$ cat config.mk
export PLATFORM = sky130hd
export DESIGN_NAME = bilinear_coord_gen
export DESIGN_NICKNAME = d
export VERILOG_FILES = /design/src/rtl/bilinear_coord_gen.sv
export SDC_FILE = /design/constraint.sdc
export NUM_CORES = 1
export LEC_CHECK = 0
export ABC_AREA = 1
export BUFFER_PORTS_ARGS = -buffer_cell sky130_fd_sc_hd__buf_2
export CORE_MARGIN = 2
export CORE_UTILIZATION = 54
export CTS_CLUSTER_DIAMETER = 30
export DETAILED_ROUTE_END_ITERATION = 8
export PLACE_DENSITY = 0.73
export SYNTH_ARGS = -nofsm -noshare
export SYNTH_HDL_FRONTEND = slang
export SYNTH_SLANG_ARGS = --single-unit
$ cat constraint.sdc
create_clock -name clk -period 3.9 [get_ports clk]
set_input_delay 0.195 -clock clk [delete_from_list [all_inputs] [get_ports clk]]
set_output_delay 0.195 -clock clk [all_outputs]
set_load 0.05 [all_outputs]
$ cat src/rtl/bilinear_coord_gen.sv
// Raster-order source-coordinate generator for the bilinear interpolation PE.
// Emits a clamped fixed-point sample position plus four neighbour addresses per output pixel.
module bilinear_coord_gen #(
    parameter int AWIDTH = 11,
    parameter int EXTEND = 30
) (
    input  logic                     clk,
    input  logic                     rst_n,
    input  logic                     start,
    input  logic [AWIDTH-1:0]        in_width,
    input  logic [AWIDTH-1:0]        in_height,
    input  logic [AWIDTH-1:0]        out_width,
    input  logic [AWIDTH-1:0]        out_height,
    input  logic [AWIDTH+EXTEND-1:0] step_col,
    input  logic [AWIDTH+EXTEND-1:0] step_row,
    output logic                     out_valid,
    input  logic                     out_ready,
    output logic [AWIDTH+EXTEND-1:0] index_row,
    output logic [AWIDTH+EXTEND-1:0] index_col,
    output logic [AWIDTH+EXTEND-1:0] index_row_origin,
    output logic [AWIDTH+EXTEND-1:0] index_col_origin,
    output logic [AWIDTH-1:0]        rd_row0,
    output logic [AWIDTH-1:0]        rd_row1,
    output logic [AWIDTH-1:0]        rd_col0,
    output logic [AWIDTH-1:0]        rd_col1,
    output logic                     last_col,
    output logic                     last_frame,
    output logic                     busy,
    output logic                     done
);
    localparam int CW = AWIDTH + EXTEND;
    localparam int AW = CW + 1;

    localparam logic [1:0] ST_IDLE = 2'd0;
    localparam logic [1:0] ST_RUN  = 2'd1;
    localparam logic [1:0] ST_DONE = 2'd2;

    logic [1:0]        state_reg, state_next;
    logic [AWIDTH-1:0] in_width_reg, in_width_next, in_height_reg, in_height_next;
    logic [AWIDTH-1:0] out_width_reg, out_width_next, out_height_reg, out_height_next;
    logic [CW-1:0]     step_col_reg, step_col_next, step_row_reg, step_row_next;
    logic [AWIDTH-1:0] r_reg, r_next, c_reg, c_next;
    logic [AW-1:0]     row_acc_reg, row_acc_next, col_acc_reg, col_acc_next;
    logic              valid_next, done_next, last_col_next, last_frame_next;

    // Once the overflow MSB is set the accumulator sticks there, so it stays beyond the edge.
    function automatic logic [AW-1:0] acc_step(input logic [AW-1:0] acc, input logic [CW-1:0] step);
        return acc[AW-1] ? acc : acc + {1'b0, step};
    endfunction

    always_comb begin
        state_next      = state_reg;
        in_width_next   = in_width_reg;
        in_height_next  = in_height_reg;
        out_width_next  = out_width_reg;
        out_height_next = out_height_reg;
        step_col_next   = step_col_reg;
        step_row_next   = step_row_reg;
        r_next          = r_reg;
        c_next          = c_reg;
        row_acc_next    = row_acc_reg;
        col_acc_next    = col_acc_reg;
        valid_next      = out_valid;
        done_next       = 1'b0;
        case (state_reg)
            ST_IDLE: begin
                if (start) begin
                    in_width_next   = in_width;
                    in_height_next  = in_height;
                    out_width_next  = out_width;
                    out_height_next = out_height;
                    step_col_next   = step_col;
                    step_row_next   = step_row;
                    r_next          = '0;
                    c_next          = '0;
                    row_acc_next    = '0;
                    col_acc_next    = '0;
                    if (out_width != '0 && out_height != '0) begin
                        state_next = ST_RUN;
                        valid_next = 1'b1;
                    end else begin
                        state_next = ST_DONE;
                        done_next  = 1'b1;
                    end
                end
            end
            ST_RUN: begin
                if (out_valid && out_ready) begin
                    if (last_frame) begin
                        state_next = ST_DONE;
                        valid_next = 1'b0;
                        done_next  = 1'b1;
                    end else if (last_col) begin
                        c_next       = '0;
                        col_acc_next = '0;
                        r_next       = r_reg + AWIDTH'(1);
                        row_acc_next = acc_step(row_acc_reg, step_row_reg);
                    end else begin
                        c_next       = c_reg + AWIDTH'(1);
                        col_acc_next = acc_step(col_acc_reg, step_col_reg);
                    end
                end
            end
            ST_DONE: state_next = ST_IDLE;
            default: state_next = ST_IDLE;
        endcase
    end

    assign last_col_next   = (c_next == out_width_next - AWIDTH'(1));
    assign last_frame_next = last_col_next && (r_next == out_height_next - AWIDTH'(1));

    // Axis 0 is the row axis, axis 1 the column axis; both clamp identically.
    logic [AW-1:0]     axis_acc  [2];
    logic [AWIDTH-1:0] axis_size [2];
    logic [AWIDTH-1:0] axis_last [2];
    logic              axis_clamp[2];
    logic [CW-1:0]     axis_pos  [2];
    logic [AWIDTH-1:0] axis_rd0  [2];
    logic [AWIDTH-1:0] axis_rd1  [2];

    assign axis_acc[0]  = row_acc_next;
    assign axis_acc[1]  = col_acc_next;
    assign axis_size[0] = in_height_next;
    assign axis_size[1] = in_width_next;

    generate
        for (genvar gi = 0; gi < 2; gi++) begin : g_axis
            assign axis_last[gi]  = axis_size[gi] - AWIDTH'(1);
            assign axis_clamp[gi] = axis_acc[gi][AW-1] || (axis_acc[gi][CW-1:EXTEND] >= axis_last[gi]);
            assign axis_pos[gi]   = axis_clamp[gi] ? {axis_last[gi], {EXTEND{1'b0}}} : axis_acc[gi][CW-1:0];
            assign axis_rd0[gi]   = axis_clamp[gi] ? axis_last[gi] : axis_acc[gi][CW-1:EXTEND];
            assign axis_rd1[gi]   = axis_clamp[gi] ? axis_last[gi] : axis_acc[gi][CW-1:EXTEND] + AWIDTH'(1);
        end
    endgenerate

    always_ff @(posedge clk or negedge rst_n) begin
        if (!rst_n) begin
            state_reg        <= ST_IDLE;
            in_width_reg     <= '0;
            in_height_reg    <= '0;
            out_width_reg    <= '0;
            out_height_reg   <= '0;
            step_col_reg     <= '0;
            step_row_reg     <= '0;
            r_reg            <= '0;
            c_reg            <= '0;
            row_acc_reg      <= '0;
            col_acc_reg      <= '0;
            out_valid        <= 1'b0;
            done             <= 1'b0;
            busy             <= 1'b0;
            index_row        <= '0;
            index_col        <= '0;
            index_row_origin <= '0;
            index_col_origin <= '0;
            rd_row0          <= '0;
            rd_row1          <= '0;
            rd_col0          <= '0;
            rd_col1          <= '0;
            last_col         <= 1'b0;
            last_frame       <= 1'b0;
        end else begin
            state_reg        <= state_next;
            in_width_reg     <= in_width_next;
            in_height_reg    <= in_height_next;
            out_width_reg    <= out_width_next;
            out_height_reg   <= out_height_next;
            step_col_reg     <= step_col_next;
            step_row_reg     <= step_row_next;
            r_reg            <= r_next;
            c_reg            <= c_next;
            row_acc_reg      <= row_acc_next;
            col_acc_reg      <= col_acc_next;
            out_valid        <= valid_next;
            done             <= done_next;
            busy             <= (state_next != ST_IDLE);
            index_row        <= axis_pos[0];
            index_col        <= axis_pos[1];
            index_row_origin <= {axis_pos[0][CW-1:EXTEND], {EXTEND{1'b0}}};
            index_col_origin <= {axis_pos[1][CW-1:EXTEND], {EXTEND{1'b0}}};
            rd_row0          <= axis_rd0[0];
            rd_row1          <= axis_rd1[0];
            rd_col0          <= axis_rd0[1];
            rd_col1          <= axis_rd1[1];
            last_col         <= last_col_next;
            last_frame       <= last_frame_next;
        end
    end
endmodule

After elaboration in Yosys (flattened, before gate mapping)
Cells that the tools add are included.
- register bits after elaboration: 387
- bits of input ports: 130
- output and inout bits: 213
- logic and storage cells: 106
- add/subtract/negate cells: 10
- magnitude comparators: 2
- eq/ne operators: 7
- mux-type cells: 51
- reductions and logical operators: 12
- operator list (cell ; count):
    2-to-1 mux 42 bit ; 10
    2-to-1 mux 11 bit ; 20
    case mux 42 bit (2 select lines) ; 2
    adder 42 x 41 -> 42 bit ; 2
    2-to-1 mux 41 bit ; 2
    adder 11 x 1 -> 11 bit, second input constant ; 4
    case mux 11 bit (2 select lines) ; 2
    subtractor 11 x 1 -> 11 bit, second input constant ; 4
    equality test 11 bit ; 2
    >= comparator 11 bit ; 2
    nonzero test 11 bit ; 2
    2-to-1 mux 1 bit ; 8
    2-to-1 mux 2 bit ; 4
    != test 2 bit, second input constant ; 4
    AND reduction 5 bit ; 1
    case mux 1 bit (2 select lines) ; 2
    case mux 2 bit (2 select lines) ; 1
    nonzero test 2 bit ; 2
    logical AND 1 bit ; 3
    equality test 2 x 1 -> 1 bit, second input constant ; 1
    zero test 2 bit ; 1
    logical OR 1 bit ; 2
    AND reduction 2 bit ; 1

Longest topological paths before layout
- depth in word-level cells: 9
- gate-level depth with buffers: 32
- mapped depth without buffers: 31

Least setup slack after synthesis
No wires, ideal clock.
- path type: register to register
- start: register step_row_reg[0]
- end: register rd_row0[7]
- library setup time: 0.118 ns
- data arrival time: 3.531 ns
- required time: 3.782 ns
- slack: 0.251 ns
- stages on the path, launching flop included: 31
- path buffers: 1
- clock period less this slack: 3.649 ns
- path through: dfrtp_1 -> ha_1 -> inv_1 -> fa_1 -> inv_1 -> nand3_1 -> nand3_1 -> nand2_1 -> a21oi_1 -> or2_1 -> nand2_1 -> nand3_1 -> nand3_1 -> a21boi_1 -> ha_1 -> inv_1 -> a21boi_0 -> o21ai_0 -> nand2_1 -> a21oi_1 -> or2_1 -> nand3_1 -> nand2_1 -> nand2_1 -> nand2_1 -> nand2_2 -> nand2_4 -> nand2_4 -> buf_2 -> nand2_1 -> nand2_1
- word-level cells in the longest chain between the ends: 9
- RTL lines (element ; line ; RTL):
    start, declared ; 41 ; logic [CW-1:0] step_col_reg, step_col_next, step_row_reg, step_row_next;
    start signal, assigned ; 169 ; step_row_reg <= step_row_next;
    adder 42 x 41 -> 42 bit * ; 48 ; return acc[AW-1] ? acc : acc + {1'b0, step};
    2-to-1 mux 42 bit * ; 48 ;
    2-to-1 mux 42 bit * ; 93 ; end else if (last_col) begin
    2-to-1 mux 42 bit * ; 89 ; if (last_frame) begin
    2-to-1 mux 42 bit * ; 88 ; if (out_valid && out_ready) begin
    case mux 42 bit (2 select lines) * ; 65 ; case (state_reg)
    >= comparator 11 bit ; 129 ; assign axis_clamp[gi] = axis_acc[gi][AW-1] || (axis_acc[gi][CW-1:EXTEND] >= axis_last[gi]);
    logical OR 1 bit ; 129 ;
    2-to-1 mux 11 bit * ; 131 ; assign axis_rd0[gi] = axis_clamp[gi] ? axis_last[gi] : axis_acc[gi][CW-1:EXTEND];
    end signal, assigned ; 181 ; rd_row0 <= axis_rd0[0];
    end, declared ; 22 ; output logic [AWIDTH-1:0] rd_row0,
Mark *: on every way between the ends. The rest lies on a longest branch, timed or not.
A chain may end at the register's enable or synchronous reset.

Worst setup path after layout
- start: register row_acc_reg[0]
- end: register rd_row0[1]
- word-level cells in the longest chain between the ends: 9
- RTL lines (element ; line ; RTL):
    start, declared ; 43 ; logic [AW-1:0] row_acc_reg, row_acc_next, col_acc_reg, col_acc_next;
    start signal, assigned ; 172 ; row_acc_reg <= row_acc_next;
    adder 42 x 41 -> 42 bit * ; 48 ;
    2-to-1 mux 42 bit * ; 48 ;
    2-to-1 mux 42 bit * ; 93 ;
    2-to-1 mux 42 bit * ; 89 ;
    2-to-1 mux 42 bit * ; 88 ;
    case mux 42 bit (2 select lines) * ; 65 ;
    >= comparator 11 bit ; 129 ;
    logical OR 1 bit ; 129 ;
    2-to-1 mux 11 bit * ; 131 ;
Marks and branches as above.

==> flow_metrics.tcl <==
set metrics [dict create \
    yosys_warnings 0 \
    cts_made_buffers 77 \
    placement.io_buffers 282 \
    cp_data_required_time_ns 4.38 \
    synthFlopType "dfrtp_1" \
    layout_common_cells "nand2_1 (1035), inv_1 (371), dfrtp_1 (340)" \
    cp_num_cells 30 \
    grt_usage_pct 35.6 \
    synthTopCellsByArea "dfrtp_1 (38%), nand2_1 (18%), inv_1 (6.2%)" \
    crit_type "reg -> reg" \
    crit_family "simple AND/OR/NAND/NOR gates" \
    finalMaxSlewViolations 0 \
    synth_edf_count 0 \
    setup_violations 0 \
    final.min_clock_period_ns 3.76 \
    worstPathArrival_ns 4.24 \
    pwr_density_cell_nw_per_um2 492 \
    synth_seq_cells 343 \
    wirelength_um 79100 \
    final_common_cell "nand2_1" \
    clock_tree.buffer_depth 3 \
    crit_buf_inv 5 \
    drc 0 \
    synthDistinctLibCells 59 \
    diodes 0 \
    drv_cap 0 \
    startpoint_type "register" \
    rr_worst_depth 30 \
    yosysTopAreaCellShare_pct 37.9 \
    n_fill_cell 3254 \
    clkTransAtPathRegs_ns 0.05 \
    die_area_sq_um 43600 \
    first_pass_iters 6 \
    initial_core_util_pct 54.4 \
    synthArstFlopShare_pct 100 \
    synth-seq-area-share_pct 37.9 \
    fin_worst_hold_slack_ns 0.0186 \
    synth_top_area_cell "dfrtp_1" \
    clock_skew_ns 0.0213 \
    ir_drop_uv 525 \
    tightest_slew_ns 0.992 \
    finalCritPeriodShare_pct 96.4 \
    outcome "complete, no violations" \
    seq_area_sq_um 8590 \
    min_path_type "in -> reg" \
    num_rows 75 \
    drt_iter0_drc 1824 \
    grt.overflow.total 0 \
    antenna_found_initial 0 \
    synth_cells 3184 \
    cp_slowest_cell "fa_2" \
    finalHoldViolCount 0 \
    multi_input_area_sq_um 12400 \
    rsz0062_at_grt "true" \
    syn_area_sq_um 22700 \
    hpwl_um 55700 \
    num_vias 23101 \
    area_delta_synth_final_pct 30.8 \
    fp.coreArea_sq_um 41700 \
    drtAntennaViolNets 0 \
    globalplace.congestion 1.04 \
    cpPeakStageDelay_ns 0.37 \
    tritoncts "built" \
    clock_sinks 343 \
    routedWlPerCell_um 18.5 \
    slew_headroom_pct 33.8 \
    worstPathMaxFanout 8 \
    drive_above_1_share_pct 21.1 \
    grt_max_degree 121 \
    final_util_pct 71.1 \
    nets 3913 \
    clock_latency_ns 0.61 \
    max_freq_mhz 266 \
    root_buffer "clkbuf_16" \
    grt_pass1_vias 23081 \
    h-tree-depth 3 \
    hold_depth 4 \
    grt_pass1_wl_um 122000 \
    critPathCaptureType "register" \
    pin_count 343 \
    critPathMostFrequentCell "nand2_1" \
    avgSynthCellArea_sq_um 7.12 \
    viasPerCell 5.41 \
    dieHeight_um 209 \
    die_x_um 209 \
    leakagePower_nw 16.3 \
]
worst min-delay path, cell delays in order:
cell     delay [ns]
buf_2          0.08
o21ai_1        0.09
buf_4          0.17
inv_1          0.05
layout make-up:
cell class | count | area share [%]
clock buffers | 98 | 7.32
clock inverters | 41 | 2.07
inverters | 395 | 5.01
multi-input cells | 2325 | 41.8
flip-flops and latches | 343 | 29.0
well taps | 539 | 2.28
repair buffers | 530 | 12.5
cells in the mapped netlist, drive strengths merged (9+ instances only):
library cell,instances
clkbuf,45
nand4,30
nand2,1075
nand3,157
a31oi,10
inv,392
o21ai,143
buf,135
o211ai,14
ha,109
nor3,20
a21oi,177
xnor2,30
nor4,10
xor2,66
a21boi,9
dfrtp,343
o221ai,16
o21a,10
nor2,273
or2,47
o21bai,13
o22ai,15
report_power, final:
group	internal (mW)	switching, mW	total [mW]	leakage, nW
logic	1.02	2.43	3.45	10.8
registers	3.93	0.274	4.21	4.14
clock network	4.79	2.13	6.92	1.34
through the flow:
stage	instances	area (sq um)	total power, mW	setup TNS, ns	setup slack, ns
after global routing	4271	29600	15.1	-5.35	-0.150
after floorplan	3243	22900	6.52	0	0.251
final	4271	29600	14.6	0	0.141
after CTS	4249	28800	14.4	0	0.0192
after global placement	3985	24700	7.33	0	0.0539
after detailed placement	3985	24700	7.37	-0.419	-0.0615
repair_timing:
item | CTS | global route
pin swaps | 2 | 33
setup buffers | 2 | 21
setup endpoints to repair | 52 | 104
hold buffers | 123 | 0
endpoints found under the hold margin | 239 | 0
gates resized for setup | 13 | 172
cloned | 0 | 1
path summary, 6_finish.rpt:
check,startpoint,end,slack [ns]
setup / recovery,row_acc_reg[0],rd_row0[1],0.14
hold / removal,in_width[0],in_width_reg[0],0.02
setup reg to reg,row_acc_reg[0],rd_row0[1],0.14
hold reg to reg,step_row_reg[37],step_row_reg[37],0.49
max in group asynchronous,rst_n,row_acc_reg[41],2.47
min in group asynchronous,rst_n,index_row[6],0.30
routing by layer:
metal,wire [um],track usage (%),up-vias
met5,0,0,-
met4,3350,14.9,0
met3,4720,5.88,207
met2,39000,61.6,884
met1,32000,44.1,11045
li1,-,-,10965
cells by family (layout without fill, tap and decap cells):
kind of cell	Yosys count	count (layout)	synth area share, %
buffers and inverters	575	1064	11.5
AO/OA/AOI/OAI	435	435	11.2
flip-flops	343	343	37.9
other	1	60	0.0165
multiplexers	2	2	0.0883
AND/OR/NAND/NOR	1621	1621	29.4
XOR/XNOR	96	96	3.74
adder cells (fa/ha/maj)	111	111	6.20
Power figures use the tool's default switching activity.
